--- config.mk ---
export PLATFORM = sky130hd
export DESIGN_NAME = pipelined_addsub
export DESIGN_NICKNAME = d
export VERILOG_FILES = /design/src/rtl/pipelined_addsub.sv
export SDC_FILE = /design/constraint.sdc
export NUM_CORES = 1
export LEC_CHECK = 0
export CAP_MARGIN = 20
export CELL_PAD_IN_SITES_DETAIL_PLACEMENT = 1
export CELL_PAD_IN_SITES_GLOBAL_PLACEMENT = 2
export CORE_UTILIZATION = 36
export CTS_CLUSTER_DIAMETER = 100
export DETAILED_ROUTE_END_ITERATION = 12
export PLACE_DENSITY = 0.87
export SLEW_MARGIN = 10
export SYNTH_ARGS = -nofsm -noshare
export SYNTH_HDL_FRONTEND = slang
export SYNTH_SLANG_ARGS = --single-unit
--- constraint.sdc ---
create_clock -name clk -period 6.6 [get_ports clk]
set_input_delay 0.99 -clock clk [delete_from_list [all_inputs] [get_ports clk]]
set_output_delay 0.99 -clock clk [all_outputs]
set_load 0.05 [all_outputs]
--- src/rtl/pipelined_addsub.sv ---
// pipelined_addsub: chunked carry-chained add/subtract pipeline with ALU flags, tag and valid/ready handshake
module pipelined_addsub #(
  parameter int WIDTH = 16,
  parameter int CHUNK = 4,
  parameter int TAG_W = 4
) (
  input  logic             clk,
  input  logic             rst,
  input  logic             in_valid,
  output logic             in_ready,
  input  logic [WIDTH-1:0] in_a,
  input  logic [WIDTH-1:0] in_b,
  input  logic [1:0]       in_op,
  input  logic             in_cin,
  input  logic [TAG_W-1:0] in_tag,
  output logic             out_valid,
  input  logic             out_ready,
  output logic [WIDTH-1:0] out_sum,
  output logic             out_carry,
  output logic             out_ovf,
  output logic             out_zero,
  output logic             out_neg,
  output logic [TAG_W-1:0] out_tag
);
  localparam int STAGES = WIDTH / CHUNK;
  localparam int L = STAGES - 1;
  logic adv;
  if (WIDTH % CHUNK != 0) begin : g_chk
    $fatal(1, "WIDTH must be a multiple of CHUNK");
  end
  for (genvar s = 0; s < STAGES; s++) begin : st
    localparam int RW = WIDTH - s * CHUNK;
    logic                   pv, pc;
    logic [RW-1:0]          pa, pb;
    logic [TAG_W-1:0]       pt;
    logic [CHUNK:0]         add;
    logic [(s+1)*CHUNK-1:0] r_n, r_q, r_d;
    logic                   v_q, v_d, c_q, c_d;
    logic [TAG_W-1:0]       t_q, t_d;
    if (s == 0) begin : src
      assign pv  = in_valid && in_ready;
      assign pa  = in_a;
      assign pb  = in_op[0] ? ~in_b : in_b;
      assign pc  = in_op[1] ? in_cin : in_op[0];
      assign pt  = in_tag;
      assign r_n = add[CHUNK-1:0];
    end else begin : src
      assign pv  = st[s-1].v_q;
      assign pa  = st[s-1].sk.a_q;
      assign pb  = st[s-1].sk.b_q;
      assign pc  = st[s-1].c_q;
      assign pt  = st[s-1].t_q;
      assign r_n = {add[CHUNK-1:0], st[s-1].r_q};
    end
    assign add = {1'b0, pa[CHUNK-1:0]} + {1'b0, pb[CHUNK-1:0]} + {{CHUNK{1'b0}}, pc};
    always_comb begin
      v_d = adv ? pv : v_q;
      c_d = adv ? add[CHUNK] : c_q;
      t_d = adv ? pt : t_q;
      r_d = adv ? r_n : r_q;
    end
    always_ff @(posedge clk or posedge rst) begin
      if (rst) begin
        v_q <= 1'b0;
        c_q <= 1'b0;
        t_q <= '0;
        r_q <= '0;
      end else begin
        v_q <= v_d;
        c_q <= c_d;
        t_q <= t_d;
        r_q <= r_d;
      end
    end
    // skew registers shrink by one chunk per stage; the last stage needs none
    if (s < L) begin : sk
      logic [RW-CHUNK-1:0] a_q, a_d, b_q, b_d;
      always_comb begin
        a_d = adv ? pa[RW-1:CHUNK] : a_q;
        b_d = adv ? pb[RW-1:CHUNK] : b_q;
      end
      always_ff @(posedge clk or posedge rst) begin
        if (rst) begin
          a_q <= '0;
          b_q <= '0;
        end else begin
          a_q <= a_d;
          b_q <= b_d;
        end
      end
    end
  end
  logic ovf_q, ovf_d, zero_q, zero_d;
  always_comb begin
    ovf_d  = adv ? (st[L].pa[CHUNK-1] ^ st[L].pb[CHUNK-1] ^ st[L].add[CHUNK-1] ^ st[L].add[CHUNK]) : ovf_q;
    zero_d = adv ? (st[L].r_n == '0) : zero_q;
  end
  always_ff @(posedge clk or posedge rst) begin
    if (rst) begin
      ovf_q  <= 1'b0;
      zero_q <= 1'b0;
    end else begin
      ovf_q  <= ovf_d;
      zero_q <= zero_d;
    end
  end
  assign adv       = !st[L].v_q || out_ready;
  assign in_ready  = adv && !rst;
  assign out_valid = st[L].v_q;
  assign out_sum   = st[L].r_q;
  assign out_carry = st[L].c_q;
  assign out_ovf   = ovf_q;
  assign out_zero  = zero_q;
  assign out_neg   = out_sum[WIDTH-1];
  assign out_tag   = st[L].t_q;
endmodule

* Word-level counts from Yosys, hierarchy flattened
Index checks and enable logic that the tools add are counted.
** Cells by class
- Add/subtract/negate cells :: 8
- Multiply operators :: 0
- Div/mod/pow operators :: 0
- Magnitude comparators :: 0
- Eq/ne operators :: 0
- Shift operators :: 0
- Multiplexer cells :: 2
- Bitwise operators :: 4
- Reduce and logical (&&, ||, !) cells :: 6
** Operators with widths (number)
- 4-bit by 4-bit adder with 5-bit output :: 4
- 5-bit by 1-bit adder with 5-bit output :: 4
- 16-bit logical NOT :: 1
- 16-bit 2-to-1 mux :: 1
- 16-bit NOT :: 1
- 1-bit bitwise XOR :: 3
- 1-bit logical AND :: 2
- 1-bit logical NOT :: 2
- 1-bit logical OR :: 1
- 1-bit 2-to-1 mux :: 1
** Word-level totals
- Bits in registers :: 114
- Latch bits :: 0
- Bits in writable memories :: 0
- Memory bits (read-only) :: 0
- Bits of input ports :: 43
- Output and inout bits :: 26
- Logic and storage cells :: 44
- Memories :: 0

* Depth between registers and ports, before layout
Gate-level depths: netlist of run 1.
- Word-level depth :: 4
- Gate-level depth with buffers :: 8
- Gate-level depth less buffers :: 6

* Worst setup path after synthesis of run 1
OpenSTA, ideal clock, no wires.
- Path type :: input to register
- Start :: input rst
- End :: register st[0].v_q
- Library setup time :: 79 ps
- Data arrival time :: 3671 ps
- Data required time :: 6521 ps
- Path slack :: 2849 ps
- Stages :: 3
- Buffers on the path :: 0
- Cell sequence :: inv_1 -> nand3_1 -> nand2_1
** Between the ends
- Longest elaborated chain between the ends :: 3
** RTL lines
- from (decl) :: line 8 : input logic rst,
- 1-bit logical NOT :: line 108 : assign in_ready = adv && !rst;
- 1-bit logical AND :: line 108
- 1-bit logical AND :: line 41 : assign pv = in_valid && in_ready;
- to (signal assigned) :: line 69 : v_q <= v_d;
- to (decl) :: line 38 : logic v_q, v_d, c_q, c_d;
Every way passes these cells.
A chain may end at the register's enable or synchronous reset.

* Worst setup path in the final report of run 1
- Start :: input out_ready
- End :: output in_ready
** Between the ends
- Longest elaborated chain between the ends :: 2
** RTL lines
- from (decl) :: line 17 : input logic out_ready,
- 1-bit logical OR :: line 107 : assign adv = !st[L].v_q || out_ready;
- 1-bit logical AND :: line 108
- to (decl) :: line 10 : output logic in_ready,
Every way passes these cells.

==> summary.md, run 1 <==
| Metric | Value |
|---|---|
| Outcome | `complete, no violations` |
| Root buffer cell | `clkbuf_16` |
| Placed cell count | `748` |
| Worst-path cell chain | `clkdlybuf4s50_1 -> nor2b_4 -> buf_4 -> nor2_1 -> clkdlybuf4s50_1` |
| Main area contributors after synthesis | `dfrtp_1 (58%), nand2_1 (21%), fa_1 (3.2%), ha_1 (3.0%), xnor2_1 (3.0%)` |
| Pin count of the biggest net entering global routing | `103` |
| Pwr Density | `531.1 nW/um2` |
| Slowest stage cell on the critical path | `clkdlybuf4s50_1` |
| Yosys reg bits | `114` |
| Final nets | `655` |
| Sequential element share of the synthesized area | `0.5782` |
| CP Capture Type | `output port` |
| Worst endpoint data arrival time | `2.89 ns` |
| Core Area | `13300 um2` |
| Leak Pwr | `3.120 nW` |
| Final Hold Vio Count | `0` |
| Min-Delay Path Class | `flip-flop to flip-flop` |
| Die H | `119.1 um` |
| Initial Util | `0.3711` |
| First-pass GRT wire length | `18160 um` |
| Slew margin rel. | `0.4511` |
| Clock buffer count from CTS | `17` |
| Hpwl dp | `6727 um` |
| Syn Area/Cell | `9.344 um2` |
| Ys Warns | `0` |
| Critical Path Max Stage Delay | `0.72 ns` |
| Cell Rows | `42` |
| Worst path most repeated cell | `clkdlybuf4s50_1` |
| CP Launch Type | `input pin` |
| Fin Setup TNS | `0 ns` |
| Fin util | `0.4805` |
| Min Tclk post-route | `3.879 ns` |
| Die width | `119.1 um` |
| Routed Antenna Nets | `0` |
| Post-DR wirelength/cell | `13.49 um` |
| Synth cell types | `26` |
| Crit path kind | `input pin to output port` |
| Clock Sinks | `114` |
| Grt ovf | `0` |
| Max Root-Sink Buffers | `2` |
| Aggregate global-route resource usage | `0.1635` |
| Clk Latency, worst-skew pair | `0.41 ns` |
| Clk pin slew, worst setup/hold paths | `0.05 ns` |
| Layout cell share with drive strength beyond 1 | `0.06777` |
| CTS tree | `yes` |
| Synth-to-layout area growth | `29.50%` |
| Initial antenna violation count | `0` |
| Final Skew | `0.006603 ns` |
| Placer congestion estimate | `0.7225` |
| Most instantiated library cell after synthesis | `nand2_1` |
| Slew @ Worst Pin | `0.8234 ns` |
| Post-synth EDFFs | `0` |
| Post-Syn Area | `4933 um2` |
| Max-cap violations | `0` |
| Synthesized instance count | `528` |
| Most common library cells after synthesis | `nand2_1 (274), dfrtp_1 (114), o21ai_0 (22)` |
| DR vias | `3526` |
| Vias in the first global route | `3848` |
| 1st-iter DRT viols | `135` |
| Post-CTS Setup Inserts | `0` |
| RSZ-0062 raised after global routing | `false` |
| I/O pin count | `69` |
| # resized after CTS | `0` |
| Fmax | `0.2578 GHz` |
| Post-synth top flop | `dfrtp_1` |
| # setup viols final | `0` |
| Routed WL | `10540 um` |
| Antenna cells | `0` |
| Detailed Routing Iterations Pass 1 | `4` |
| # H-tree levels | `4` |
| Yosys top cell area share | `0.5782` |
| Synth area leader | `dfrtp_1` |
| Final Max Slew Viols | `0` |
| Via/cell ratio | `4.515` |
| Max IR drop VDD | `0.0002398 V` |
| Post-Syn Nets | `591` |
| Period Utilization, post-route | `0.5878` |
| Port Buffers | `68` |
| Hold-fix buffers, CTS | `0` |
| Post-route DRC | `0` |
| Final Instance Count excl. Fillers | `781` |
| Fill cells | `1504` |
| Die area | `14180 um2` |
| Critical Path RT | `5.61 ns` |
| Ys async rst share | `1.000` |
| Critical path fanouts, max | `63` |
==> logic make-up after synthesis <==
family          Yosys count  share of synthesized area
xor+xnor                 24                    0.04261
buf+inv                  33                    0.03297
mux                       2                   0.005325
simple gates            291                     0.2257
flops                   114                     0.5782
fa+ha+maj                20                    0.06289
compound gates           44                    0.05225
==> power by group <==
part           switching (W)  total [W]  internal (W)
clock network       0.000307   0.000967      0.000660
logic               0.000762    0.00123      0.000469
registers           0.000193    0.00119       0.00100
==> metal layers <==
layer,global-route usage,vias up,wire length [um]
met5,0,-,0
met3,0.04071,10,332
li1,-,1782,-
met2,0.2722,62,5230
met4,0.06171,0,112
met1,0.2044,1672,4862
==> cell type report <==
type                    instances  area [um2]  area share
multi-input cells             381        1933      0.3026
well taps                     176       220.2     0.03447
repair buffers                 73       730.7      0.1144
clock inverters                 9       152.6     0.02389
clock buffers                  23       478.0     0.07481
inverters                       5       21.27    0.003329
flip-flops and latches        114        2853      0.4465
==> per-stage QoR <==
stage | instance area [um2] | hold WS, ns | total power (W) | setup WS (ns)
6_report | 6389 | 0.4600 | 0.003393 | 2.721
3_5_place_dp | 5738 | 0.4555 | 0.002437 | 2.693
5_1_grt | 6389 | 0.4889 | 0.003626 | 2.592
3_3_place_gp | 5738 | 0.4458 | 0.002368 | 2.698
4_1_cts | 6369 | 0.4676 | 0.003442 | 2.685
2_1_floorplan | 4933 | 0.4300 | 0.002059 | 2.576
==> registers in the layout, indices dropped and copies added, names as in the netlist <==
name,count
out_zero,1
st.sk.b_q,24
out_carry,1
out_sum,16
st.v_q,3
st.sk.a_q,24
out_valid,1
st.c_q,3
out_ovf,1
st.r_q,24
out_tag,4
st.t_q,12
==> worst max-delay path: cells and delay by family <==
kind / cells / cell delay, ns
buf+inv: 3 / 1.69
simple gates: 2 / 0.20
==> path summary, 6_finish.rpt <==
path                             from       endpoint  slack (ns)  cells past startpoint
setup / recovery            out_ready       in_ready        2.72                      5
hold / removal             out_sum[7]     out_sum[7]        0.46                      2
setup reg to reg            st[2].c_q       out_zero        4.49                      5
hold reg to reg            out_sum[7]     out_sum[7]        0.46                      2
max in group asynchronous         rst  st[2].r_q[11]        4.29                      3
min in group asynchronous         rst   st[1].r_q[4]        1.05                      2
==> cells in the final DEF (no fill, tap or decap), types with 2 or more instances in the layout <==
cell type	synthesis	routed
inv_1	5	4
xor2_1	7	7
clkdlybuf4s50_1	0	68
clkbuf_8	0	3
dfrtp_1	114	114
o21ai_0	22	22
nor4_1	3	3
bufinv_16	0	4
fa_1	8	8
a21oi_1	10	10
clkinv_2	0	2
clkinvlp_4	0	3
clkbuf_1	7	3
clkbuf_16	0	17
a21o_1	7	7
nor2_1	8	8
ha_1	12	12
xnor2_1	17	17
nand2_1	274	274
buf_4	5	4
Power figures use the tool's default switching activity.
==> inputs of run 2 (changes only) <==
--- a/config.mk
+++ b/config.mk
@@ -8,10 +8,10 @@
 export CAP_MARGIN = 20
 export CELL_PAD_IN_SITES_DETAIL_PLACEMENT = 1
 export CELL_PAD_IN_SITES_GLOBAL_PLACEMENT = 2
-export CORE_UTILIZATION = 36
+export CORE_UTILIZATION = 34
 export CTS_CLUSTER_DIAMETER = 100
 export DETAILED_ROUTE_END_ITERATION = 12
-export PLACE_DENSITY = 0.87
+export PLACE_DENSITY = 0.83
 export SLEW_MARGIN = 10
 export SYNTH_ARGS = -nofsm -noshare
 export SYNTH_HDL_FRONTEND = slang
==> constraint.sdc (replaced) <==
create_clock -name clk -period 3.86 [get_ports clk]
set_input_delay 0.579 -clock clk [delete_from_list [all_inputs] [get_ports clk]]
set_output_delay 0.579 -clock clk [all_outputs]
set_load 0.05 [all_outputs]
==> run 2 against run 1 <==
Against the previous run:
- count of clock-buffer cells in the layout fell by 5
- power rose by 71%
- clock skew fell by 0.0023 ns
- sequential power rose by 71%
- routed wire length barely moved
- via count rose by 1.4%
- combinational power rose by 68%
- critical path depth fell by 1
- flip-flop and latch count did not move
- critical endpoint unchanged
- cell count rose by 0.51%
==> summary.md, run 2 (synthesized netlist as in run 1, its figures left out) <==
| Metric | Value |
|---|---|
| CP Capture Type | `output port` |
| Fin util | `0.4561 (-0.02440)` |
| Vias in the first global route | `3850 (+0.052%)` |
| Clock Sinks | `114 (unchanged)` |
| Post-DR wirelength/cell | `13.43 um (-0.49%)` |
| Clock buffer count from CTS | `17 (unchanged)` |
| Aggregate global-route resource usage | `0.1618 (-0.001682)` |
| CP bufs+invs | `2 (-1)` |
| Routed WL | `10540 um (about the same)` |
| Post-CTS Setup Inserts | `0 (unchanged)` |
| Min Tclk post-route | `2.637 ns` |
| # H-tree levels | `4 (unchanged)` |
| Hpwl dp | `6745 um (+0.27%)` |
| First-pass GRT wire length | `18600 um (+2.4%)` |
| Largest regs | `st.r_q: 24 flops, st.sk.a_q: 24 flops, st.sk.b_q: 24 flops` |
| Period Utilization, post-route | `0.6831` |
| Root buffer cell | `clkbuf_16` |
| Initial Util | `0.3513 (-0.01974)` |
| Die width | `122.5 um (+2.9%)` |
| Fmax | `0.3792 GHz` |
| Max-cap violations | `0 (unchanged)` |
| Final Instance Count excl. Fillers | `785 (+0.51%)` |
| WL met3 | `371 um (+12%)` |
| Final Skew | `0.004324 ns (-0.002279 ns)` |
| Worst-path cell chain | `clkdlybuf4s50_1 -> nor2b_4 -> nor2_1 -> clkdlybuf4s50_1` |
| Die area | `15000 um2 (+5.8%)` |
| Die H | `122.5 um (+2.9%)` |
| Antenna cells | `0 (unchanged)` |
| Port Buffers | `68 (unchanged)` |
| Placer congestion estimate | `0.7068 (-2.2%)` |
| Internal power | `0.003645 W (+71%)` |
| Sequential Power Share | `0.351 (about the same)` |
| Max IR drop VDD | `0.0003841 V (+60%)` |
| Post-route DRC | `0 (unchanged)` |
| Initial antenna violation count | `0 (unchanged)` |
| Cell Rows | `43 (+2.4%)` |
| Synth-to-layout area growth | `29.82%` |
| Crit path kind | `input pin to output port` |
| Leak Pwr | `3.121 nW (about the same)` |
| Max Root-Sink Buffers | `2 (unchanged)` |
| Hold-fix buffers, CTS | `0 (unchanged)` |
| Final Hold Vio Count | `0 (unchanged)` |
| DRT met1 WL | `4936 um (+1.5%)` |
| Commonest non-fill, non-tap cell in the layout | `nand2_1` |
| Highest metal used | `met4` |
| Placed cell count | `753 (+0.67%)` |
| Slowest stage cell on the critical path | `clkdlybuf4s50_1` |
| Clk pin slew, worst setup/hold paths | `0.05 ns (about the same)` |
| Top delay family on crit path | `buffers and inverters` |
| RSZ-0062 raised after global routing | `false` |
| Critical Path Max Stage Delay | `0.81 ns (+0.09 ns)` |
| Comb pwr share | `0.358 (-0.005)` |
| Final Max Slew Viols | `0 (unchanged)` |
| CP Launch Type | `input pin` |
| Routed Antenna Nets | `0 (unchanged)` |
| Slew margin rel. | `0.3838 (-0.06730)` |
| Min-Delay Path Class | `flip-flop to flip-flop` |
| Pwr Density | `904.3 nW/um2 (+70%)` |
| Worst endpoint data arrival time | `2.06 ns (-0.83 ns)` |
| Grt ovf | `0 (unchanged)` |
| Core Area | `14040 um2 (+5.6%)` |
| Detailed Routing Iterations Pass 1 | `5 (+1)` |
| 1st-iter DRT viols | `185 (+37%)` |
| Critical path fanouts, max | `2 (-97%)` |
| Most frequent cells in the layout | `nand2_1 (274), dfrtp_1 (114), clkdlybuf4s50_1 (68), o21ai_0 (22)` |
| DR vias | `3577 (+1.4%)` |
| Sw Ratio | `0.3707 (-0.001190)` |
| # setup viols final | `0 (unchanged)` |
| Slew @ Worst Pin | `0.9243 ns (+0.1009 ns)` |
| Final Instance Area | `6405 um2 (+0.25%)` |
| Clk pwr share | `0.291 (+0.006)` |
| Worst path most repeated cell | `clkdlybuf4s50_1` |
| Layout cell share with drive strength beyond 1 | `0.07107 (+0.003306)` |
| Final nets | `655 (unchanged)` |
| Clk Latency, worst-skew pair | `0.40 ns (about the same)` |
| WL met2 | `5104 um (-2.4%)` |
| Fin Setup TNS | `0 ns (unchanged)` |
| Switching power of the nets | `0.002147 W (+70%)` |
| CTS tree | `yes` |
| I/O pin count | `69 (unchanged)` |
| # resized after CTS | `0 (unchanged)` |
| Outcome | `complete, no violations` |
| Critical Path RT | `3.28 ns (-2.33 ns)` |
| Post-Place Cell Area | `5763 um2 (+0.44%)` |
| Via/cell ratio | `4.557 (+0.93%)` |
| Pin count of the biggest net entering global routing | `87 (-16%)` |
## run 2: tightest hold or removal path: cells and delay by family, from the launching register on
| kind | cells | cell delay [ns] |
|---|---|---|
| flip-flops | 1 | 0.34 |
| AND/OR/NAND/NOR | 2 | 0.09 |
## run 2: per-layer routing
layer / vias to the layer above / GRT usage
li1: 1773 / -
met1: 1729 / 0.2057
met2: 66 / 0.2616
met3: 9 / 0.04182
met4: 0 / 0.06631
met5: - / 0
## run 2: final cells by class
| class | instances | area (um2) |
|---|---|---|
| sequential | 114 | 2853 |
| clock inverter | 14 | 212.7 |
| fill | 1580 | 7637 |
| multi-input combinational | 381 | 1933 |
| inverter | 5 | 21.27 |
| tap | 180 | 225.2 |
| timing repair buffer | 73 | 730.7 |
| clock buffer | 18 | 429.2 |
## run 2: metrics by stage
stage	total power (W)	setup WS (ns)	hold slack (ns)
CTS	0.005883	1.209	0.4672
global route	0.006247	1.183	0.4845
global placement	0.004056	1.088	0.4497
floorplan	0.003520	0.2469	0.4300
detailed placement	0.004151	1.026	0.4553
finish	0.005792	1.223	0.4611
## run 2: power by group through the flow
| stage | logic [W] | clock network [W] | registers [W] |
|---|---|---|---|
| after floorplan | 0.00113 | 0 | 0.00239 |
| after global routing | 0.00235 | 0.00179 | 0.00211 |
| after detailed placement | 0.00210 | 0 | 0.00206 |
| after CTS | 0.00212 | 0.00172 | 0.00204 |
| final | 0.00207 | 0.00169 | 0.00203 |
| after global placement | 0.00203 | 0 | 0.00203 |
## run 2: final timing paths
path	start	slack [ns]	depth (start not counted)	end
max reg2reg	out_valid	1.69	4	st[1].r_q[7]
max	out_ready	1.22	4	in_ready
max in group asynchronous	rst	2.51	3	st[0].sk.a_q[6]
min	out_sum[5]	0.46	2	out_sum[5]
min reg2reg	out_sum[5]	0.46	2	out_sum[5]
min in group asynchronous	rst	0.58	2	st[0].t_q[1]
==> inputs of run 3 (changes only) <==
--- a/config.mk
+++ b/config.mk
@@ -8,10 +8,10 @@
 export CAP_MARGIN = 20
 export CELL_PAD_IN_SITES_DETAIL_PLACEMENT = 1
 export CELL_PAD_IN_SITES_GLOBAL_PLACEMENT = 2
-export CORE_UTILIZATION = 34
+export CORE_UTILIZATION = 30
 export CTS_CLUSTER_DIAMETER = 100
 export DETAILED_ROUTE_END_ITERATION = 12
-export PLACE_DENSITY = 0.83
+export PLACE_DENSITY = 0.77
 export SLEW_MARGIN = 10
 export SYNTH_ARGS = -nofsm -noshare
 export SYNTH_HDL_FRONTEND = slang
==> constraint.sdc (replaced) <==
create_clock -name clk -period 2.3 [get_ports clk]
set_input_delay 0.345 -clock clk [delete_from_list [all_inputs] [get_ports clk]]
set_output_delay 0.345 -clock clk [all_outputs]
set_load 0.05 [all_outputs]
==> run 3 against run 2 <==
Against the previous run:
- clock skew is 0.00071 ns higher
- first-iteration DRC count is 18% lower
- combinational power up 72%
- sequential share of layout area fell by 1.2 points
==> summary.md, run 3 (synthesized netlist as in run 1, its figures left out) <==
| Metric | Value |
|---|---|
| Fmax | `0.4745 GHz` |
| Final Skew | `0.005031 ns (+0.0007066 ns)` |
| Critical Path RT | `2.59 ns (-0.69 ns)` |
| Fill cells | `1821 (+15%)` |
| Pwr Density | `1530 nW/um2 (+69%)` |
| Final Max Slew Viols | `0 (unchanged)` |
| Synth-to-layout area growth | `33.53%` |
| Aggregate global-route resource usage | `0.1431 (-0.01872)` |
| CP Capture Type | `flip-flop` |
| DP Worst Slack | `-0.2382 ns (-1.264 ns)` |
| I/O pin count | `69 (unchanged)` |
| Detailed Routing Iterations Pass 1 | `4 (-1)` |
| Max IR drop VDD | `0.0006947 V (+81%)` |
| Leak Pwr | `3.185 nW (+2.0%)` |
| Routed Antenna Nets | `0 (unchanged)` |
| Die H | `130.2 um (+6.3%)` |
| Hpwl dp | `7140 um (+5.9%)` |
| Initial Util | `0.3094 (-0.04188)` |
| Final Hold Vio Count | `0 (unchanged)` |
| Min-Delay Path Class | `input pin to async pin` |
| Period Utilization, post-route | `0.9163` |
| RSZ-0062 raised after global routing | `false` |
| Die width | `130.2 um (+6.3%)` |
| Min Tclk post-route | `2.107 ns` |
| Vias in the first global route | `3776 (-1.9%)` |
| # setup viols final | `0 (unchanged)` |
| Max-cap violations | `0 (unchanged)` |
| Final nets | `661 (+0.92%)` |
| CP Launch Type | `input pin` |
| Slew margin rel. | `0.6650 (+0.2812)` |
| Commonest non-fill, non-tap cell in the layout | `nand2_1` |
| Top delay family on crit path | `adder cells` |
| Slew @ Worst Pin | `0.5009 ns (-0.4234 ns)` |
| CP bufs+invs | `2 (unchanged)` |
| Fin Setup TNS | `0 ns (unchanged)` |
| Most frequent cells in the layout | `nand2_1 (274), dfrtp_1 (114), clkdlybuf4s50_1 (67), o21ai_0 (22)` |
| Root buffer cell | `clkbuf_16` |
| Clk pin slew, worst setup/hold paths | `0.05 ns (about the same)` |
| Crit path kind | `input pin to flip-flop` |
| Worst-path cell chain | `clkdlybuf4s50_1 -> buf_4 -> mux2_2 -> fa_1 -> fa_1 -> a21o_1 -> a21oi_1 -> a21oi_1` |
| Initial antenna violation count | `0 (unchanged)` |
| Max Root-Sink Buffers | `2 (unchanged)` |
| Pin count of the biggest net entering global routing | `77 (-11%)` |
| Slowest stage cell on the critical path | `clkdlybuf4s50_1` |
| Port Buffers | `68 (unchanged)` |
| Clk Latency, worst-skew pair | `0.41 ns (about the same)` |
| Worst endpoint data arrival time | `2.39 ns (+0.33 ns)` |
| Post-route DRC | `0 (unchanged)` |
| 1st-iter DRT viols | `151 (-18%)` |
| Largest regs | `st.r_q: 24 flops, st.sk.a_q: 24 flops, st.sk.b_q: 24 flops` |
| Hold-fix buffers, CTS | `0 (unchanged)` |
| Grt ovf | `0 (unchanged)` |
| Final Instance Area | `6588 um2 (+2.9%)` |
| Clock buffer count from CTS | `17 (unchanged)` |
| Layout cell share with drive strength beyond 1 | `0.08347 (+0.01240)` |
| Hold slack | `0.3136 ns (-0.1475 ns)` |
| CTS tree | `yes` |
| Core Area | `15940 um2 (+14%)` |
| Worst setup slack after layout | `0.1926 ns (-1.031 ns)` |
| # resized after CTS | `0 (unchanged)` |
| Placed cell count | `795 (+5.6%)` |
| FF+latch area | `2853 um2 (unchanged)` |
| Placer congestion estimate | `0.7633 (+8.0%)` |
| Post-DR wirelength/cell | `12.95 um (-3.6%)` |
| Die area | `16960 um2 (+13%)` |
| Routed WL | `10710 um (+1.6%)` |
| Final Instance Count excl. Fillers | `827 (+5.4%)` |
| Post-CTS Setup Inserts | `0 (unchanged)` |
| Via/cell ratio | `4.343 (-4.7%)` |
| Post-Place Cell Area | `5889 um2 (+2.2%)` |
| Critical Path Max Stage Delay | `0.41 ns (-0.40 ns)` |
| DR vias | `3592 (+0.42%)` |
| Outcome | `complete, no violations` |
| Cell Rows | `46 (+7.0%)` |
| Footprint of the multi-input gates | `1933 um2 (unchanged)` |
| # H-tree levels | `4 (unchanged)` |
| Antenna cells | `0 (unchanged)` |
| First-pass GRT wire length | `18440 um (-0.85%)` |
| Clock Sinks | `114 (unchanged)` |
| Critical path fanouts, max | `6 (+4)` |
## run 3: through the flow
step / total power, W / utilization
2_1_floorplan: 0.005908 / -
3_3_place_gp: 0.006918 / 0.3694
3_5_place_dp: 0.007050 / 0.3694
4_1_cts: 0.01022 / 0.4132
5_1_grt: 0.01079 / 0.4132
6_report: 0.01008 / 0.4132
## run 3: layout make-up
cell class | instances | share of cell area
Inverter | 5 | 0.003419
Tap cell | 216 | 0.04103
Clock buffer | 18 | 0.06667
Clock inverter | 14 | 0.03932
Multi-Input combinational cell | 381 | 0.2934
Timing Repair Buffer | 79 | 0.1231
Sequential cell | 114 | 0.4330
## run 3: per-layer routing
metal / GRT usage / vias to the layer above / share of wire
li1: - / 1788 / -
met1: 0.1825 / 1724 / 0.47
met2: 0.2256 / 63 / 0.46
met3: 0.03608 / 17 / 0.036
met4: 0.07182 / 0 / 0.024
met5: 0 / - / 0
## run 3: final timing paths
check	start	endpoint	slack, ns	cells past startpoint
max in group asynchronous	rst	st[1].sk.b_q[0]	1.31	3
worst min-delay path	rst	st[0].sk.b_q[0]	0.31	2
min in group clk	out_sum[13]	out_sum[13]	0.46	2
worst max register to register	st[2].c_q	out_zero	0.24	5
worst min register to register	out_sum[13]	out_sum[13]	0.46	2
worst max-delay path	in_op[0]	st[0].c_q	0.19	8
## run 3: where the power goes
part	total [W]	leakage (nW)	switching, W	internal (W)
logic	0.00357	1.48	0.00217	0.00139
registers	0.00341	1.37	0.000533	0.00287
clock network	0.00310	0.328	0.000939	0.00216
total	0.0101	3.18	0.00365	0.00643
